--- src/rtl/miso_delay_calibrator.sv ---
// miso_delay_calibrator: sweeps per-lane MISO sampling delays, probes each step and programs each lane with its widest-window centre.
// Define MISO_CAL_MULTI_PROBE_EN to AND three probe rounds per delay step.
module miso_delay_calibrator #(
  parameter int NUM_LANES     = 8,
  parameter int DELAY_W       = 4,
  parameter int DELAY_MAX     = 15,
  parameter int SETTLE_CYCLES = 16,
  parameter int DEFAULT_DELAY = 2
) (
  input  logic                         clk,
  input  logic                         rst,
  input  logic                         start,
  output logic [NUM_LANES*DELAY_W-1:0] cfg_data,
  output logic                         cfg_valid,
  input  logic                         cfg_ready,
  output logic                         probe_req,
  input  logic                         probe_ack,
  input  logic [NUM_LANES-1:0]         probe_pass,
  output logic                         busy,
  output logic                         done,
  output logic [NUM_LANES-1:0]         lane_fail,
  output logic [NUM_LANES*DELAY_W-1:0] result_word
);
  localparam int CW = NUM_LANES * DELAY_W;
  localparam int IW = DELAY_MAX > 0 ? $clog2(DELAY_MAX + 1) : 1;
  localparam int LW = NUM_LANES > 1 ? $clog2(NUM_LANES) : 1;
  localparam int SW = $clog2(SETTLE_CYCLES + 1);
  localparam int RW = DELAY_W + 1;
`ifdef MISO_CAL_MULTI_PROBE_EN
  localparam int ROUNDS = 3;
`else
  localparam int ROUNDS = 1;
`endif
  localparam logic [IW-1:0] D_LAST = IW'(DELAY_MAX);
  localparam logic [LW-1:0] L_LAST = LW'(NUM_LANES - 1);
  localparam logic [SW-1:0] S_LAST = SW'(SETTLE_CYCLES - 1);
  localparam logic [1:0]    R_LAST = 2'(ROUNDS - 1);
  typedef enum logic [2:0] {IDLE, SET_CFG, SETTLE, PROBE, WAIT_PROBE, ANALYZE, SET_FINAL, DONE} state_t;
  state_t                            state_q;
  logic [IW-1:0]                     d_q;
  logic [LW-1:0]                     lane_q;
  logic [SW-1:0]                     settle_q;
  logic [1:0]                        rnd_q;
  logic [NUM_LANES-1:0]              acc_q;
  logic [NUM_LANES-1:0][DELAY_MAX:0] bitmap_q;
  logic [RW-1:0]                     run_len_q, best_len_q;
  logic [DELAY_W-1:0]                run_start_q, best_start_q;
  logic [CW-1:0]                     final_q, cfg_data_q, result_word_q;
  logic [NUM_LANES-1:0]              lane_fail_q;
  logic                              cfg_valid_q, probe_req_q, busy_q, done_q;
  logic                              bit_c, take;
  logic [RW-1:0]                     cur_len, prev_best, run_len_d, best_len_d, half;
  logic [DELAY_W-1:0]                run_start_d, best_start_d, lane_res_d;
  logic [CW-1:0]                     final_d;
  logic [NUM_LANES-1:0]              lane_fail_d, sample_d;
  // Run/best trackers restart at d==0 so each lane's windows never wrap or leak across lanes.
  always_comb begin
    bit_c        = bitmap_q[lane_q][d_q];
    cur_len      = d_q == '0 ? '0 : run_len_q;
    prev_best    = d_q == '0 ? '0 : best_len_q;
    run_len_d    = bit_c ? cur_len + RW'(1) : '0;
    run_start_d  = (bit_c && cur_len == '0) ? DELAY_W'(d_q) : run_start_q;
    take         = bit_c && (run_len_d > prev_best);
    best_len_d   = take ? run_len_d : prev_best;
    best_start_d = take ? run_start_d : best_start_q;
    half         = (best_len_d - RW'(1)) >> 1;
    lane_res_d   = best_len_d == '0 ? DELAY_W'(DEFAULT_DELAY) : best_start_d + DELAY_W'(half);
    final_d      = final_q;
    final_d[lane_q*DELAY_W +: DELAY_W] = lane_res_d;
    lane_fail_d  = lane_fail_q;
    lane_fail_d[lane_q] = best_len_d == '0;
    sample_d     = acc_q & probe_pass;
  end
  always_ff @(posedge clk or posedge rst) begin
    if (rst) begin
      state_q       <= IDLE;
      d_q           <= '0;
      lane_q        <= '0;
      settle_q      <= '0;
      rnd_q         <= '0;
      acc_q         <= '1;
      bitmap_q      <= '0;
      run_len_q     <= '0;
      best_len_q    <= '0;
      run_start_q   <= '0;
      best_start_q  <= '0;
      final_q       <= '0;
      cfg_data_q    <= '0;
      result_word_q <= '0;
      lane_fail_q   <= '0;
      cfg_valid_q   <= 1'b0;
      probe_req_q   <= 1'b0;
      busy_q        <= 1'b0;
      done_q        <= 1'b0;
    end else begin
      done_q      <= 1'b0;
      probe_req_q <= 1'b0;
      case (state_q)
        IDLE: if (start) begin
          d_q         <= '0;
          rnd_q       <= '0;
          acc_q       <= '1;
          bitmap_q    <= '0;
          final_q     <= '0;
          lane_fail_q <= '0;
          busy_q      <= 1'b1;
          cfg_data_q  <= '0;
          cfg_valid_q <= 1'b1;
          state_q     <= SET_CFG;
        end
        SET_CFG: if (cfg_ready) begin
          cfg_valid_q <= 1'b0;
          settle_q    <= '0;
          state_q     <= SETTLE;
        end
        SETTLE: if (settle_q == S_LAST) begin
          probe_req_q <= 1'b1;
          state_q     <= PROBE;
        end else settle_q <= settle_q + SW'(1);
        PROBE: state_q <= WAIT_PROBE;
        WAIT_PROBE: if (probe_ack) begin
          if (rnd_q != R_LAST) begin
            acc_q    <= sample_d;
            rnd_q    <= rnd_q + 2'd1;
            settle_q <= '0;
            state_q  <= SETTLE;
          end else begin
            for (int k = 0; k < NUM_LANES; k++) bitmap_q[k][d_q] <= sample_d[k];
            acc_q <= '1;
            rnd_q <= '0;
            if (d_q == D_LAST) begin
              d_q     <= '0;
              lane_q  <= '0;
              state_q <= ANALYZE;
            end else begin
              d_q         <= d_q + IW'(1);
              cfg_data_q  <= {NUM_LANES{DELAY_W'(d_q + IW'(1))}};
              cfg_valid_q <= 1'b1;
              state_q     <= SET_CFG;
            end
          end
        end
        ANALYZE: begin
          run_len_q    <= run_len_d;
          run_start_q  <= run_start_d;
          best_len_q   <= best_len_d;
          best_start_q <= best_start_d;
          if (d_q == D_LAST) begin
            d_q         <= '0;
            final_q     <= final_d;
            lane_fail_q <= lane_fail_d;
            if (lane_q == L_LAST) begin
              cfg_data_q  <= final_d;
              cfg_valid_q <= 1'b1;
              state_q     <= SET_FINAL;
            end else lane_q <= lane_q + LW'(1);
          end else d_q <= d_q + IW'(1);
        end
        SET_FINAL: if (cfg_ready) begin
          cfg_valid_q   <= 1'b0;
          result_word_q <= cfg_data_q;
          done_q        <= 1'b1;
          state_q       <= DONE;
        end
        DONE: begin
          busy_q  <= 1'b0;
          state_q <= IDLE;
        end
        default: state_q <= IDLE;
      endcase
    end
  end
  assign cfg_data    = cfg_data_q;
  assign cfg_valid   = cfg_valid_q;
  assign probe_req   = probe_req_q;
  assign busy        = busy_q;
  assign done        = done_q;
  assign lane_fail   = lane_fail_q;
  assign result_word = result_word_q;
endmodule

--- config.mk ---
export PLATFORM = sky130hd
export DESIGN_NAME = miso_delay_calibrator
export DESIGN_NICKNAME = d
export VERILOG_FILES = /design/src/rtl/miso_delay_calibrator.sv
export SDC_FILE = /design/constraint.sdc
export NUM_CORES = 1
export LEC_CHECK = 0
export ABC_AREA = 1
export ABC_CLOCK_PERIOD_IN_PS = 18000
export CAP_MARGIN = 5
export CELL_PAD_IN_SITES_DETAIL_PLACEMENT = 1
export CELL_PAD_IN_SITES_GLOBAL_PLACEMENT = 2
export CORE_MARGIN = 2
export CORE_UTILIZATION = 38
export DETAILED_ROUTE_END_ITERATION = 12
export GPL_TIMING_DRIVEN = 0
export PLACE_DENSITY = 0.82
export SLEW_MARGIN = 20
export SYNTH_ARGS = -nofsm -noshare
export SYNTH_HDL_FRONTEND = slang
export SYNTH_SLANG_ARGS = --single-unit
--- constraint.sdc ---
create_clock -name clk -period 18 [get_ports clk]
set_input_delay 2.7 -clock clk [delete_from_list [all_inputs] [get_ports clk]]
set_output_delay 2.7 -clock clk [all_outputs]
set_load 0.01 [all_outputs]
==> results of run 1 <==
==> layout make-up <==
class,count,area [um^2],area share
sequential,279,6990,0.435
timing repair buffer,90,936,0.0582
clock buffer,54,1060,0.0659
buffer,62,264,0.0164
clock inverter,8,92.6,0.00576
multi-input combinational,1116,5350,0.333
tap,455,569,0.0354
inverter,216,821,0.0510
==> cells in the final DEF, fill, tap and decap left out, types with 5 or more instances in the layout <==
master           count
dfrtp_1            271
nand4_1             10
inv_2               11
clkbuf_16           37
clkbuf_1            48
inv_1              194
o21ai_0            120
clkdlybuf4s50_1     88
a21oi_1             52
buf_2               19
ha_1                23
clkinv_2             5
dfstp_2              8
clkbuf_8             7
o31ai_1              6
o22ai_1             90
nor2_1             151
nand2_1            448
o211ai_1             5
nand2_2              5
nand3_1            119
clkinv_1             9
a22oi_1             14
o21ai_1             28
a21o_1               5
xor2_1               5
==> through the flow <==
step                      power (mW)   util  cell area [um^2]  cells  hold slack [ns]
final                           2.88  0.464             16100   2280            0.471
after global routing            3.09  0.464             16100   2280            0.507
after CTS                       2.91  0.464             16100   2280            0.476
after detailed placement        2.18  0.431             14900   2218            0.461
after global placement          2.15  0.429             14900   2216            0.454
after floorplan                 1.64      -             13400   1673            0.448
==> critical path, delay by kind of cell (launching register included) <==
family                   cells  cell delay (ns)
buffers and inverters       11             1.82
AO/OA/AOI/OAI                4             0.91
AND/OR/NAND/NOR             13             1.89
adder cells (fa/ha/maj)      5             1.41
flip-flops                   1             0.38
XOR/XNOR                     3             0.49
==> sequential cells by signal, indices dropped and copies added, names as in the netlist, 4 cells and up <==
register      flops
acc_q             8
best_len_q        5
best_start_q      4
bitmap_q        128
cfg_data         32
d_q               4
final_q          32
lane_fail         8
result_word      32
run_len_q         5
run_start_q       4
settle_q          5
==> power breakdown <==
part	switching, mW	total (mW)	internal [mW]	leakage (nW)
sequential	0.0759	0.828	0.752	3.73
combinational	0.913	1.34	0.428	3.28
clock	0.277	0.710	0.433	0.566
==> cell families (layout without fill, tap and decap cells) <==
group	count (synthesis)	after routing	share of synthesized area
adders and majority gates	24	24	0.0230
and+or+nand+nor	752	752	0.230
AOI/OAI and AO/OA	333	333	0.141
xor gates and xnor gates	7	7	0.00457
buffers and inverters	278	430	0.0804
DFF	279	279	0.522
==> worst min path at each step <==
stage	end	startpoint	slack (ns)	cells after the start
4_1_cts	result_word[28]	result_word[28]	0.48	2
6_report	result_word[14]	result_word[14]	0.47	2
2_1_floorplan	final_q[2]	final_q[2]	0.45	2
3_3_place_gp	result_word[14]	result_word[14]	0.45	2
3_5_place_dp	result_word[7]	result_word[7]	0.46	2
5_1_grt	result_word[5]	result_word[5]	0.51	2
==> Yosys cell counts (all sizes together) <==
cell type | instances | area, um^2
o21a | 3 | 22.5
nor2 | 158 | 626
fa | 1 | 20.0
a22oi | 14 | 105
clkbuf | 38 | 143
o211ai | 5 | 37.5
a21o | 5 | 37.5
clkinv | 9 | 33.8
nand2 | 453 | 1710
dfstp | 8 | 210
ha | 23 | 288
dfrtp | 271 | 6780
a211oi | 1 | 7.51
o31ai | 6 | 45.0
nand3b | 2 | 15.0
xnor2 | 2 | 17.5
nor3 | 5 | 30.0
nand3 | 119 | 596
o2111ai | 1 | 8.76
buf | 24 | 121
nand4 | 11 | 75.1
or2 | 3 | 18.8
o21bai | 2 | 15.0
a31oi | 2 | 12.5
nor4 | 1 | 6.26
a21oi | 53 | 265
xor2 | 5 | 43.8
o22ai | 90 | 563
o21ai | 150 | 758
o221a | 1 | 11.3
inv | 207 | 780
==> per-layer routing <==
| layer | part of all wire | global-route usage | wire [um] | vias up |
|---|---|---|---|---|
| met5 | 0 | 0 | 0 | - |
| met4 | 0.024 | 0.0678 | 1080 | 0 |
| met3 | 0.037 | 0.0382 | 1660 | 75 |
| met2 | 0.48 | 0.433 | 21800 | 204 |
| met1 | 0.46 | 0.339 | 20600 | 6006 |
| li1 | - | - | - | 5705 |
==> results.md, run 1 <==
* FMAX at 0.143 GHz
* Slew margin rel. at 0.282
* Worst reg-to-reg path cell count at 36
* Slowest stage delay, CP at 0.45 ns
* Worst-Skew Late Latency at 0.53 ns
* CP max stage cell: fa_1
* CTS H-Tree Depth at 2
* Die area at 0.0368 mm^2
* Worst Path Class, Setup: reg2reg
* Core ar. at 0.0346 mm^2
* Vias in the first global route at 12,600
* Startpoint Class: flip-flop
* YS warnings at 0
* CTS tree: built
* Routability Congestion at 0.821
* #FFs+latches synth at 279
* Largest net degree at the start of global routing at 99
* Worst Path Required at 18.43 ns
* Area grow syn2layout at 20.0%
* I/O Pins at 89
* Clk_skew at 0.0158 ns
* Residual DRC count at 0
* Share of post-route cells with drive strength above 1 at 0.0641
* RSZ-0062 raised after global routing: no
* DRT iter0 DRCs at 655
* Max clock buf depth at 3
* GRT Resource Usage Total at 0.255
* Setup crit end kind: flip-flop
* Global-route wire length before repair at 72.2 mm
* Most used cell, CP: nand2_1
* CP startpoint: d_q[0]
* TritonRoute pass-1 iters at 5
* Routed vias at 12,000
* Max cap viols at 0
* Synthesized area at 0.0134 mm^2
* Worst Tran Pin Value at 1.07 ns
* Initial antenna violation count at 0
* Clk slew on worst S/H paths at 0.06 ns
* # clock sinks at 279
* Setup WS pre-CTS at 10.98 ns
* Post_cts resized at 0
* Critical R2R Capture: cfg_data[6]
* Post-synthesis cell type count at 43
* CP Max Fanout at 11
* Status: completed
* ANT cells at 0
* Worst min path class: reg2reg
* Synth Instances at 1,673
* Reg2reg setup slack at 10.98 ns
* Post-CTS Setup Inserts at 0
* Final ANT Viol Nets at 0
* Final hold violation count at 0
* Final HPWL DP at 31.2 mm
* Drt total wl at 45.1 mm
* CTS hold repair buffers at 0
* Final Critical Period at 7.02 ns
* TNS Setup at 0 ns
* Total global routing overflow at 0
* Post-Syn Nets at 1,710
* Final slew viol count at 0
* Final setup viols at 0
* Seq/Total Area, Yosys at 0.522
* Reg-to-reg startpoint: d_q[0]
* P_leak at 7.58 nW
* Vias/cell at 5.26
* Nets at 1,837
* Syn avg cell area at 8.01 um^2
* Crit path capture: cfg_data[6]
* Clock root cell: clkbuf_16
* Final Cycle Share at 0.390
* Worst VDD drop at 0.0868 mV
* Crit path DAT at 7.45 ns
* Avg WL per Cell at 19.8 um
* Starting Density at 0.387
* Fill cell count at 4,217
* Site row count at 68
* PortBufs at 88
* Die X at 192 um
* Power density cells at 179 mW/mm^2
* Die Ht at 192 um
* Worst setup margin at 10.98 ns
* Number of buffers created by CTS at 35
Note: power is estimated with default switching activity, not from simulation.
==> inputs of run 2 (changes only) <==
--- a/config.mk
+++ b/config.mk
@@ -6,15 +6,15 @@
 export NUM_CORES = 1
 export LEC_CHECK = 0
 export ABC_AREA = 1
-export ABC_CLOCK_PERIOD_IN_PS = 18000
+export ABC_CLOCK_PERIOD_IN_PS = 6950
 export CAP_MARGIN = 5
 export CELL_PAD_IN_SITES_DETAIL_PLACEMENT = 1
 export CELL_PAD_IN_SITES_GLOBAL_PLACEMENT = 2
 export CORE_MARGIN = 2
-export CORE_UTILIZATION = 38
+export CORE_UTILIZATION = 36
 export DETAILED_ROUTE_END_ITERATION = 12
 export GPL_TIMING_DRIVEN = 0
-export PLACE_DENSITY = 0.82
+export PLACE_DENSITY = 0.78
 export SLEW_MARGIN = 20
 export SYNTH_ARGS = -nofsm -noshare
 export SYNTH_HDL_FRONTEND = slang
==> constraint.sdc (replaced) <==
create_clock -name clk -period 6.95 [get_ports clk]
set_input_delay 1.0425 -clock clk [delete_from_list [all_inputs] [get_ports clk]]
set_output_delay 1.0425 -clock clk [all_outputs]
set_load 0.01 [all_outputs]
==> run 2 against run 1 <==
Utilization fell by 1.8 points. Largest power group unchanged. Critical path depth rose by 5. Worst hold slack got worse by 0.0011 ns. Cell area rose by 1.7%. Combinational power rose to 2.7 times the previous value. First-iteration DRC count fell by 4.7%. Sequential share of layout area fell by 0.73 points. Power rose to 2.6 times the previous value. Via count fell by 0.20%. Critical endpoint is now cfg_data[11]. Wire length rose by 2.9%.
==> results.md, run 2 (synthesized netlist as in run 1, its figures left out) <==
* Clk_skew at 0.0148 ns (-0.000940 ns)
* Worst min path class: reg2reg
* Status: completed
* Die area at 0.0388 mm^2 (+5.4%)
* Startpoint Class: flip-flop
* Worst-Skew Late Latency at 0.54 ns (about the same)
* GRT Resource Usage Total at 0.249 (-0.00572)
* CP Max Fanout at 11 (unchanged)
* Max reg flops at 128 (unchanged)
* Crit path max-delay family: simple AND/OR/NAND/NOR gates
* Commonest non-fill, non-tap cell in the layout: nand2_1
* Final Critical Period at 6.38 ns (-0.641 ns)
* Highest Signal Layer: met4
* Routed vias at 12,000 (-0.20%)
* FMAX at 0.157 GHz (+10%)
* Total global routing overflow at 0 (unchanged)
* Placed cell count at 2,239 (+0.95%)
* Core ar. at 0.0366 mm^2 (+5.7%)
* Max cap viols at 0 (unchanged)
* Worst Path Required at 7.40 ns (-11.03 ns)
* Max clock buf depth at 3 (unchanged)
* Worst VDD drop at 0.182 mV (+110%)
* Final Non-Filler Cells at 2,301 (+0.92%)
* Clk slew on worst S/H paths at 0.06 ns (about the same)
* PortBufs at 88 (unchanged)
* Global-route wire length before repair at 74.2 mm (+2.9%)
* WP buf/inv at 12 (+1)
* P_leak at 7.69 nW (+1.4%)
* CTS tree: built
* Final hold violation count at 0 (unchanged)
* Clock root cell: clkbuf_16
* CP max stage cell: dfrtp_1
* Starting Density at 0.366 (-0.0210)
* Final setup viols at 0 (unchanged)
* CTS H-Tree Depth at 2 (unchanged)
* Die X at 197 um (+2.7%)
* Worst Path Class, Setup: reg2reg
* Tot Pwr at 7.62 mW (+160%)
* Largest net degree at the start of global routing at 32 (-68%)
* Avg WL per Cell at 20.2 um (+2.0%)
* Metal-1 WL at 21.3 mm (+3.7%)
* Slowest stage delay, CP at 0.39 ns (-0.06 ns)
* Most frequent cells in the layout: nand2_1 (448), dfrtp_1 (271), inv_1 (193)
* TritonRoute pass-1 iters at 4 (-1)
* Vias/cell at 5.20 (-1.1%)
* Sw Ratio at 0.438 (-0.00187)
* ANT cells at 0 (unchanged)
* Slew margin rel. at 0.262 (-0.0202)
* Final ANT Viol Nets at 0 (unchanged)
* Setup crit end kind: flip-flop
* Initial antenna violation count at 0 (unchanged)
* DRT iter0 DRCs at 624 (-4.7%)
* Final HPWL DP at 32.8 mm (+5.3%)
* Die Ht at 197 um (+2.7%)
* Worst Tran Pin Value at 1.11 ns (+0.0343 ns)
* Nets at 1,845 (+0.44%)
* Vias in the first global route at 12,800 (+1.5%)
* Met3 Wirelength at 1.53 mm (-7.8%)
* Clock share of power at 0.251 (+0.004)
* Combinational Power Share at 0.468 (+0.002)
* # clock sinks at 279 (unchanged)
* CTS hold repair buffers at 0 (unchanged)
* Final Cycle Share at 0.917 (+0.528)
* Routability Congestion at 0.806 (-1.9%)
* Post-layout instance area at 0.0164 mm^2 (+1.7%)
* Most used cell, CP: nand2_1
* Crit path DAT at 6.83 ns (-0.62 ns)
* Number of buffers created by CTS at 35 (unchanged)
* Seq pwr share at 0.282 (-0.005)
* I/O Pins at 89 (unchanged)
* Internal power at 4.28 mW (+170%)
* Share of post-route cells with drive strength above 1 at 0.0736 (+0.00954)
* Post-Place Cell Area at 0.0151 mm^2 (+1.2%)
* Final Hold Slack at 0.470 ns (-0.00112 ns)
* Site row count at 70 (+2.9%)
* DR WL met2 at 22.2 mm (+1.9%)
* Largest reg by FF count: bitmap_q
* Switch Pwr at 3.34 mW (+160%)
* Final slew viol count at 0 (unchanged)
* Drt total wl at 46.5 mm (+2.9%)
* Area grow syn2layout at 22.0%
* Power density cells at 466 mW/mm^2 (+160%)
* Residual DRC count at 0 (unchanged)
* Post-CTS Setup Inserts at 0 (unchanged)
-- run 2: cell count changes in the layout (fill, tap and decap cells not counted), sizes merged --
cell,before,now
buf,26,33
bufinv,2,3
clkbuf,92,91
clkinv,14,15
clkinvlp,1,2
inv,207,206
-- run 2: repair_timing --
item / CTS / global route
pin swaps: 0 / 1
gates resized for setup: 3 / 13
setup endpoints to repair: 44 / 54
-- run 2: layer usage --
metal / track usage / vias to the layer above
met2: 0.424 / 207
met3: 0.0303 / 78
met1: 0.331 / 5949
met4: 0.0794 / 0
met5: 0 / -
li1: - / 5732
-- run 2: layout make-up --
cell class / instances / area (um^2)
fill: 4376 / 20300
sequential: 279 / 6990
multi-input combinational: 1116 / 5380
timing repair buffer: 98 / 1100
clock buffer: 52 / 1080
inverter: 216 / 817
tap: 468 / 586
buffer: 62 / 277
clock inverter: 10 / 128
-- run 2: path summary, 6_finish.rpt --
path | startpoint | endpoint | slack (ns) | cells after the start
max in group asynchronous | rst | acc_q[3] | 4.94 | 5
setup reg to reg | d_q[0] | cfg_data[11] | 0.57 | 41
hold reg to reg | result_word[12] | result_word[12] | 0.47 | 2
min in group asynchronous | rst | best_len_q[1] | 0.96 | 2
setup / recovery | d_q[0] | cfg_data[11] | 0.57 | 41
hold / removal | result_word[12] | result_word[12] | 0.47 | 2
-- run 2: tightest hold or removal path, stage by stage (launching register included) --
cell and delay [ns]:
dfrtp_1 0.34, nand2_1 0.05, nand2_1 0.05
-- run 2: through the flow --
step	setup WS [ns]	utilization	TNS (ns)
finish	0.574	0.447	0
detailed placement	-0.275	0.413	-7.18
global route	-0.00169	0.447	-0.00169
CTS	0.00815	0.446	0
global placement	-0.212	0.406	-49.08
floorplan	1.53	-	0
-- run 2: power groups by stage --
| stage | Combinational [mW] | Sequential (mW) | Clock (mW) |
|---|---|---|---|
| floorplan | 2.04 | 2.22 | 0 |
| global placement | 3.43 | 2.17 | 0 |
| detailed placement | 3.51 | 2.18 | 0 |
| CTS | 3.54 | 2.15 | 1.95 |
| global route | 3.97 | 2.19 | 2.02 |
| finish | 3.56 | 2.15 | 1.91 |
